`src/rtl/sobel_pkg.sv`:
```
// Shared types and widths for the Sobel edge-detection datapath.
package sobel_pkg;
  localparam int PIX_W_DEFAULT = 8;
  localparam int GRAD_W = 11;
  localparam int MAG_W  = 11;

  typedef logic [7:0]              pixel_t;
  typedef pixel_t [0:8]            window_t;
  typedef logic signed [GRAD_W-1:0] grad_t;

  localparam pixel_t PIX_MAX = 8'd255;
endpackage

```
`src/rtl/sobel_kernel.sv`:
```
// Combinational 3x3 Sobel kernel: window -> signed Gx, Gy.
module sobel_kernel
  import sobel_pkg::*;
(
  input  window_t win_i,
  output grad_t   gx_o,
  output grad_t   gy_o
);

  grad_t e [0:8];

  always_comb begin
    for (int i = 0; i < 9; i++) begin
      e[i] = grad_t'({3'b000, win_i[i]});
    end
    gx_o = (e[2] + e[5] + e[5] + e[8]) - (e[0] + e[3] + e[3] + e[6]);
    gy_o = (e[6] + e[7] + e[7] + e[8]) - (e[0] + e[1] + e[1] + e[2]);
  end

endmodule

```
`src/rtl/sobel_gradient.sv`:
```
// 3-stage Sobel gradient pipeline with valid/ready back-pressure.
// Define SOBEL_THRESHOLD_EN for a binary edge map instead of saturated magnitude.
module sobel_gradient
  import sobel_pkg::*;
#(
  parameter int               PIX_W  = PIX_W_DEFAULT,
  parameter int               CNT_W  = 16,
  parameter logic [PIX_W-1:0] THRESH = 8'd128
) (
  input  logic             clk,
  input  logic             n_rst,
  input  logic             start_calc,
  output logic             calc_ready,
  input  logic [PIX_W-1:0] windowBufferIn [0:8],
  output logic [PIX_W-1:0] pixel_out,
  output logic             calc_done,
  input  logic             out_ready,
  output logic [CNT_W-1:0] pix_count
);

  logic             stall;
  logic             vld_p1_q, vld_p2_q, vld_p3_q;
  logic [PIX_W-1:0] win_p1_q [0:8];
  window_t          win_k;
  grad_t            gx_d, gy_d, gx_p2_q, gy_p2_q;
  logic [MAG_W-1:0] mag;
  logic [PIX_W-1:0] pix_d, pix_p3_q;
  logic [CNT_W-1:0] cnt_d, cnt_q;

  function automatic logic [MAG_W-1:0] abs_grad(input grad_t g);
    return g[GRAD_W-1] ? MAG_W'(-g) : MAG_W'(g);
  endfunction

  function automatic logic [PIX_W-1:0] sat_pix(input logic [MAG_W-1:0] m);
    return (m > MAG_W'(PIX_MAX)) ? PIX_MAX : m[PIX_W-1:0];
  endfunction

  function automatic logic [PIX_W-1:0] thresh_pix(input logic [MAG_W-1:0] m);
    return (m >= MAG_W'(THRESH)) ? PIX_MAX : '0;
  endfunction

  assign stall      = vld_p3_q && !out_ready;
  assign calc_ready = !stall;
  assign calc_done  = vld_p3_q;
  assign pixel_out  = pix_p3_q;
  assign pix_count  = cnt_q;

  always_comb begin
    for (int i = 0; i < 9; i++) begin
      win_k[i] = win_p1_q[i];
    end
  end

  sobel_kernel u_kernel (
    .win_i (win_k),
    .gx_o  (gx_d),
    .gy_o  (gy_d)
  );

  always_comb begin
    mag = abs_grad(gx_p2_q) + abs_grad(gy_p2_q);
`ifdef SOBEL_THRESHOLD_EN
    pix_d = thresh_pix(mag);
`else
    pix_d = sat_pix(mag);
`endif
    cnt_d = cnt_q + CNT_W'(vld_p3_q && out_ready);
  end

`ifndef SOBEL_THRESHOLD_EN
  logic unused_thresh;
  assign unused_thresh = ^{THRESH, thresh_pix(mag)};
`endif

  always_ff @(posedge clk) begin
    if (n_rst) begin
      vld_p1_q <= 1'b0;
      vld_p2_q <= 1'b0;
      vld_p3_q <= 1'b0;
      win_p1_q <= '{default: '0};
      gx_p2_q  <= '0;
      gy_p2_q  <= '0;
      pix_p3_q <= '0;
      cnt_q    <= '0;
    end else begin
      cnt_q <= cnt_d;
      if (!stall) begin
        // S1: capture window
        vld_p1_q <= start_calc;
        if (start_calc) win_p1_q <= windowBufferIn;
        // S2: convolve
        vld_p2_q <= vld_p1_q;
        gx_p2_q  <= gx_d;
        gy_p2_q  <= gy_d;
        // S3: magnitude; pixel_out only moves on a valid result so it holds across bubbles
        vld_p3_q <= vld_p2_q;
        if (vld_p2_q) pix_p3_q <= pix_d;
      end
    end
  end

endmodule

```
`config.mk`:
```
export PLATFORM = sky130hd
export DESIGN_NAME = sobel_gradient
export DESIGN_NICKNAME = d
export VERILOG_FILES = /design/src/rtl/sobel_pkg.sv /design/src/rtl/sobel_kernel.sv /design/src/rtl/sobel_gradient.sv
export SDC_FILE = /design/constraint.sdc
export NUM_CORES = 1
export LEC_CHECK = 0
export CAP_MARGIN = 20
export CORE_MARGIN = 3
export CORE_UTILIZATION = 30
export DETAILED_ROUTE_END_ITERATION = 8
export GPL_TIMING_DRIVEN = 0
export MAX_ROUTING_LAYER = met4
export PLACE_DENSITY = 0.47
export SLEW_MARGIN = 20
export SYNTH_ARGS = -nofsm -noshare
export SYNTH_HDL_FRONTEND = slang
export SYNTH_SLANG_ARGS = --single-unit
export TNS_END_PERCENT = 100
```
`constraint.sdc`:
```
create_clock -name clk -period 4.85 [get_ports clk]
set_clock_uncertainty 0.2 [all_clocks]
set_input_delay 0.97 -clock clk [delete_from_list [all_inputs] [get_ports clk]]
set_output_delay 0.97 -clock clk [all_outputs]
set_load 0.01 [all_outputs]
```
======== After elaboration in Yosys (flattened, before gate mapping) ========
Cells that the tools add are included.
operators by class
  add/subtract/negate cells ............... 18
  $mul .................................... 0
  div/mod/pow operators ................... 0
  $lt $le $gt $ge ......................... 1
  equality and inequality tests ........... 0
  shift operators ......................... 0
  muxes and demuxes ....................... 3
  bitwise operators ....................... 1
  reductions and logical operators ........ 6
operators by type and width
  cell                                                                               count
  11-bit by 9-bit adder with 11-bit output                                           8
  8-bit by 8-bit adder with 9-bit output                                             4
  11-bit two-way mux                                                                 2
  11-bit negation                                                                    2
  11-bit subtractor                                                                  2
  16-bit by 1-bit adder with 16-bit output                                           1
  11-bit adder                                                                       1
  11-bit by 8-bit greater-than comparator with 1-bit output (second input constant)  1
  8-bit two-way mux                                                                  1
  2-bit AND reduction                                                                2
  1-bit logical AND                                                                  2
  1-bit zero test                                                                    2
  1-bit NOT                                                                          1
storage, ports and cells
  bits in registers ....................... 113
  bits in latches ......................... 0
  memory bits (writable) .................. 0
  bits in read-only memories .............. 0
  bits of input ports ..................... 76
  word-level logic and storage cells ...... 44
  memories kept ........................... 0

======== Longest topological paths before layout ========
  word-level depth ........................ 5
  gate-level depth with buffers ........... 22
  mapped depth without buffers ............ 22

======== By module ========
From an unflattened synthesis, not the netlist that was laid out.
unflattened totals
  cell total of the unflattened synthesis .. 926
  area, all modules ....................... 7792.5 um2
by module, submodules not included
  module          times used  cells each  area each (um2)  seq. area each (um2)
  sobel_gradient  1           641         5086.1           2422.3
  sobel_kernel    1           285         2706.3           0.0

======== Least setup slack after synthesis ========
OpenSTA, ideal clock, no wires.
  path kind ............................... flip-flop to flip-flop
  start point ............................. reg win_p1_q (netlist bit win_k[56])
  end point ............................... reg gy_p2_q[10]
  setup time .............................. 65 ps
  arrival time ............................ 4707 ps
  slack ................................... -122 ps
  stages on the path, launching flop included .. 20
  cells stage by stage .................... dfxtp_1 ha_1 fa_1 a21o_1 a21oi_1 o21bai_1 a21oi_1 xnor2_1 fa_1 inv_1 fa_1 inv_1 fa_1 inv_1 ha_1 or4_1 or2_2 a311oi_1 a21oi_1 nor2_1
between the ends
  word-level cells in the longest chain between the ends .. 4
RTL lines
  element                                                  RTL line              text
  start, declared                                          sobel_gradient.sv:23  logic [PIX_W-1:0] win_p1_q [0:8];
  start signal, assigned                                   sobel_gradient.sv:90  if (start_calc) win_p1_q <= windowBufferIn;
  8-bit by 8-bit adder with 9-bit output                   sobel_kernel.sv:17    gy_o = (e[6] + e[7] + e[7] + e[8]) - (e[0] + e[1] + e[1] + e[2]);
  11-bit by 9-bit adder with 11-bit output * (2 in a row)  sobel_kernel.sv:17
  11-bit subtractor *                                      sobel_kernel.sv:17
  end signal, assigned                                     sobel_gradient.sv:94  gy_p2_q <= gy_d;
  end, declared                                            sobel_gradient.sv:25  grad_t gx_d, gy_d, gx_p2_q, gy_p2_q;
Mark *: on every way between the ends. The rest lies on a longest branch, timed or not.
A chain may end at the register's enable or synchronous reset.

======== Final worst setup path ========
  start point ............................. reg win_p1_q (netlist bit win_k[16])
  end point ............................... reg gy_p2_q[10]
between the ends
  word-level cells in the longest chain between the ends .. 4
RTL lines
  element                                                RTL line
  8-bit by 8-bit adder with 9-bit output                 sobel_kernel.sv:17
  11-bit by 9-bit adder with 11-bit output (2 in a row)  sobel_kernel.sv:17
  11-bit subtractor                                      sobel_kernel.sv:17
No other way between the ends.

==> flow_metrics.env <==
export IMPL_status="complete, but fails checks"
export IMPL_violations="negative setup slack"
export IMPL_synth_simple_area_share_pct=17.0
export IMPL_intPower_uw=3630
export IMPL_syn_area_per_cell_sq_um=8.29
export IMPL_pin_count=102
export IMPL_setup_viol=3
export IMPL_start_util_pct=31.0
export IMPL_layout_drive_gt1_share_pct=14.2
export IMPL_grt_overflow_total=0
export IMPL_path_max_fanout=5
export IMPL_seqPwrFrac_pct=19.0
export IMPL_numPortBuffers=93
export IMPL_cap_violations=0
export IMPL_yosys_most_used_dff="dfxtp_1"
export IMPL_cp_slowest_cell="fa_1"
export IMPL_syn_inst=1023
export IMPL_yosysSeqAreaShare_pct=26.7
export IMPL_hold_buffers=0
export IMPL_routed_wl_mm=23.8
export IMPL_yosysUniqueCellTypes=57
export IMPL_ant_nets=0
export IMPL_core_area_sq_um=27300
export IMPL_fin_crit_ns=5.01
export IMPL_cp_num_cells=21
export IMPL_synth_fp_nets=1238
export IMPL_insertion_delay_ns=0.43
export IMPL_setup_tns_ns=-0.365
export IMPL_clk_pin_slew_worst_paths_ns=0.06
export IMPL_setup_slack_ns=-0.165
export IMPL_synthMuxAreaShare_pct=0.118
export IMPL_hold_class="reg -> reg"
export IMPL_die_w_um=174
export IMPL_via_per_inst=4.54
export IMPL_numCtsBuffers=17
export IMPL_share_comb_of_total_power_pct=60.5
export IMPL_rows=60
export IMPL_cp_required_ns=5.00
export IMPL_critical_path_top_delay_family="adder cells"
export IMPL_hpwl_mm=19.1
export IMPL_fin_crit_sh_pct=103
export IMPL_rr_worst_depth=21
export IMPL_swShare_pct=42.6
export IMPL_hold_viol_final=0
export IMPL_ys_async_sr_fraction_pct=0
export IMPL_crit_chain="ha_4, inv_2, fa_2, nor2b_2, o21ai_2, a21boi_2, o21a_1, nor2_2, xor2_1, fa_1, inv_1, fa_1, inv_2, fa_1, inv_2, ha_4, or4_4, or2_4, a311oi_2, a21oi_1, nor2_1"
export IMPL_synth_edf_count=0
export IMPL_p_per_area_nw_per_um2=565
export IMPL_power_switching_uw=2690
export IMPL_synth_fa_ha_area_share_pct=26.8
export IMPL_grt_use_total_pct=16.4
export IMPL_place_congestion=0.867
export IMPL_dieArea_sq_um=30300
export IMPL_fin_nets=1383
export IMPL_n_antenna_cell=0
export IMPL_whs_ns=0.258
export IMPL_synth_compound_area_share_pct=14.0
export IMPL_grt_pass1_vias=7121
export IMPL_layout_common_cells="nand2_1, inv_1, dfxtp_1, clkdlybuf4s50_1, a21oi_1"
export IMPL_startpoint_type="flop"
export IMPL_drv_slew=0
export IMPL_cp_arrival_ns=5.17
export IMPL_cts_tree="yes"
export IMPL_synth_top_family_by_area="adder cells"
export IMPL_die_h_um=174
export IMPL_cp_slowest_stage_delay_ns=0.54
export IMPL_num_vias=7051
export IMPL_p_leak_uw=0.00476
export IMPL_max_vdd_ir_drop_mv=0.348
export IMPL_dr_pass1_iters=7
export IMPL_crit_type="reg -> reg"
export IMPL_area_growth_pct=32.0
export IMPL_wl_per_cell_um=15.3
export IMPL_max_slew_margin_rel_pct=48.4
export IMPL_drc=0
export IMPL_synthXorXnorAreaFrac_pct=7.02
export IMPL_drtIter0Drc=293
export IMPL_hold_depth=2
export IMPL_cts_root_buf="clkbuf_16"
export IMPL_timing_fmax_mhz=199
export IMPL_grt_max_degree=17
export IMPL_yosys_warnings=0
export IMPL_cts_buffer_depth=2
export IMPL_clock_sink_count=113
export IMPL_critPathCaptureType="flop"
export IMPL_rsz0062_at_grt="true"
export IMPL_ys_ff_latch=113
export IMPL_clkPwrFrac_pct=20.5
export IMPL_grt_pass1_wl_mm=37.9
export IMPL_synth_area_sq_um=8480
export IMPL_cts_max_level=4
export IMPL_worst_pin_slew_ns=0.774
export IMPL_layout_commonest_cell="nand2_1"
export IMPL_crit_buf_inv=4
export IMPL_antenna_found_initial=0
worst reg2reg max path, cell delays in order, from the launching register on:
cell and delay, ns:
dfxtp_4 0.37, ha_4 0.15, inv_2 0.04, fa_2 0.38
nor2b_2 0.13, o21ai_2 0.09, a21boi_2 0.18, o21a_1 0.16
nor2_2 0.05, xor2_1 0.17, fa_1 0.51, inv_1 0.06
fa_1 0.54, inv_2 0.04, fa_1 0.51, inv_2 0.05
ha_4 0.16, or4_4 0.48, or2_4 0.26, a311oi_2 0.27
a21oi_1 0.07, nor2_1 0.09
flip-flops by register name, indices dropped and copies added, names as in the netlist:
register / flops
vld_p1_q: 1
pixel_out: 8
calc_done: 1
pix_count: 16
win_k: 64
vld_p2_q: 1
gx_p2_q: 11
gy_p2_q: 11
worst paths after layout:
check                endpoint      start  slack (ns)
setup / recovery  gy_p2_q[10]  win_k[16]       -0.16
hold / removal       win_k[7]   win_k[7]        0.26
setup reg to reg  gy_p2_q[10]  win_k[16]       -0.16
hold reg to reg      win_k[7]   win_k[7]        0.26
area by class of cell:
type / count / area (sq um)
plain buffers: 35 / 133
clock buffers: 18 / 439
clock inverters: 14 / 153
fillers: 2832 / 16100
inverters: 152 / 571
multi-input cells: 723 / 5950
flip-flops and latches: 113 / 2300
well taps: 372 / 465
repair buffers: 126 / 1180
per-layer routing:
metal	wire (um)	GRT usage [%]
met5	0	-
met3	631	2.49
met4	311	3.65
met2	11400	27.3
met1	11500	21.2
cells by family after synthesis:
group,count (synthesis)
buffers and inverters,187
DFF,113
xor gates and xnor gates,68
adders and majority gates,139
AOI/OAI and AO/OA,194
muxes,1
and+or+nand+nor,321
power groups by stage:
| stage | logic (uW) | registers, uW | clock network, uW |
|---|---|---|---|
| finish | 3830 | 1200 | 1300 |
| global route | 4330 | 1220 | 1370 |
| CTS | 3470 | 1200 | 1320 |
| detailed placement | 3250 | 1220 | 0 |
| global placement | 3250 | 1220 | 0 |
| floorplan | 2530 | 1180 | 0 |
synth_stat cells, types with 4 or more instances:
cell type,number,share of area (%)
nor3_1,16,0.94
nand2_1,177,7.8
and2_1,4,0.30
o21bai_1,4,0.35
nor3b_1,5,0.44
o21ai_0,24,1.4
a21boi_0,4,0.35
nor2b_1,10,0.74
or3_1,7,0.52
a21oi_1,98,5.8
a21o_1,12,1.1
nand3b_1,6,0.53
nand2b_1,7,0.52
xor2_1,26,2.7
o21a_1,7,0.62
o41ai_1,6,0.62
clkbuf_1,32,1.4
fa_1,71,17
dfxtp_1,113,27
a211oi_1,12,1.1
nand4_1,7,0.52
nand3_1,9,0.53
inv_1,151,6.7
and3_1,4,0.30
o211ai_1,4,0.35
nor2_1,58,2.6
o31ai_1,4,0.35
ha_1,68,10
xnor2_1,42,4.3
through the flow:
stage / util (%) / instances / total power (uW) / setup slack, ns / instance area, sq um
4_1_cts: 39.7 / 1541 / 5990 / -0.218 / 10800
6_report: 40.9 / 1553 / 6320 / -0.165 / 11200
2_1_floorplan: - / 1023 / 3700 / 0.00773 / 8490
3_5_place_dp: 36.2 / 1488 / 4470 / -0.543 / 9890
5_1_grt: 40.9 / 1553 / 6910 / -0.345 / 11200
3_3_place_gp: 36.2 / 1488 / 4470 / -0.553 / 9890
what timing repair did:
item	4_1_cts	5_1_grt
buffers inserted	21	14
cloned	0	0
endpoints found under the setup margin	7	10
gates resized for setup	57	59
pin swaps	43	75
Note: power is estimated with default switching activity, not from simulation.
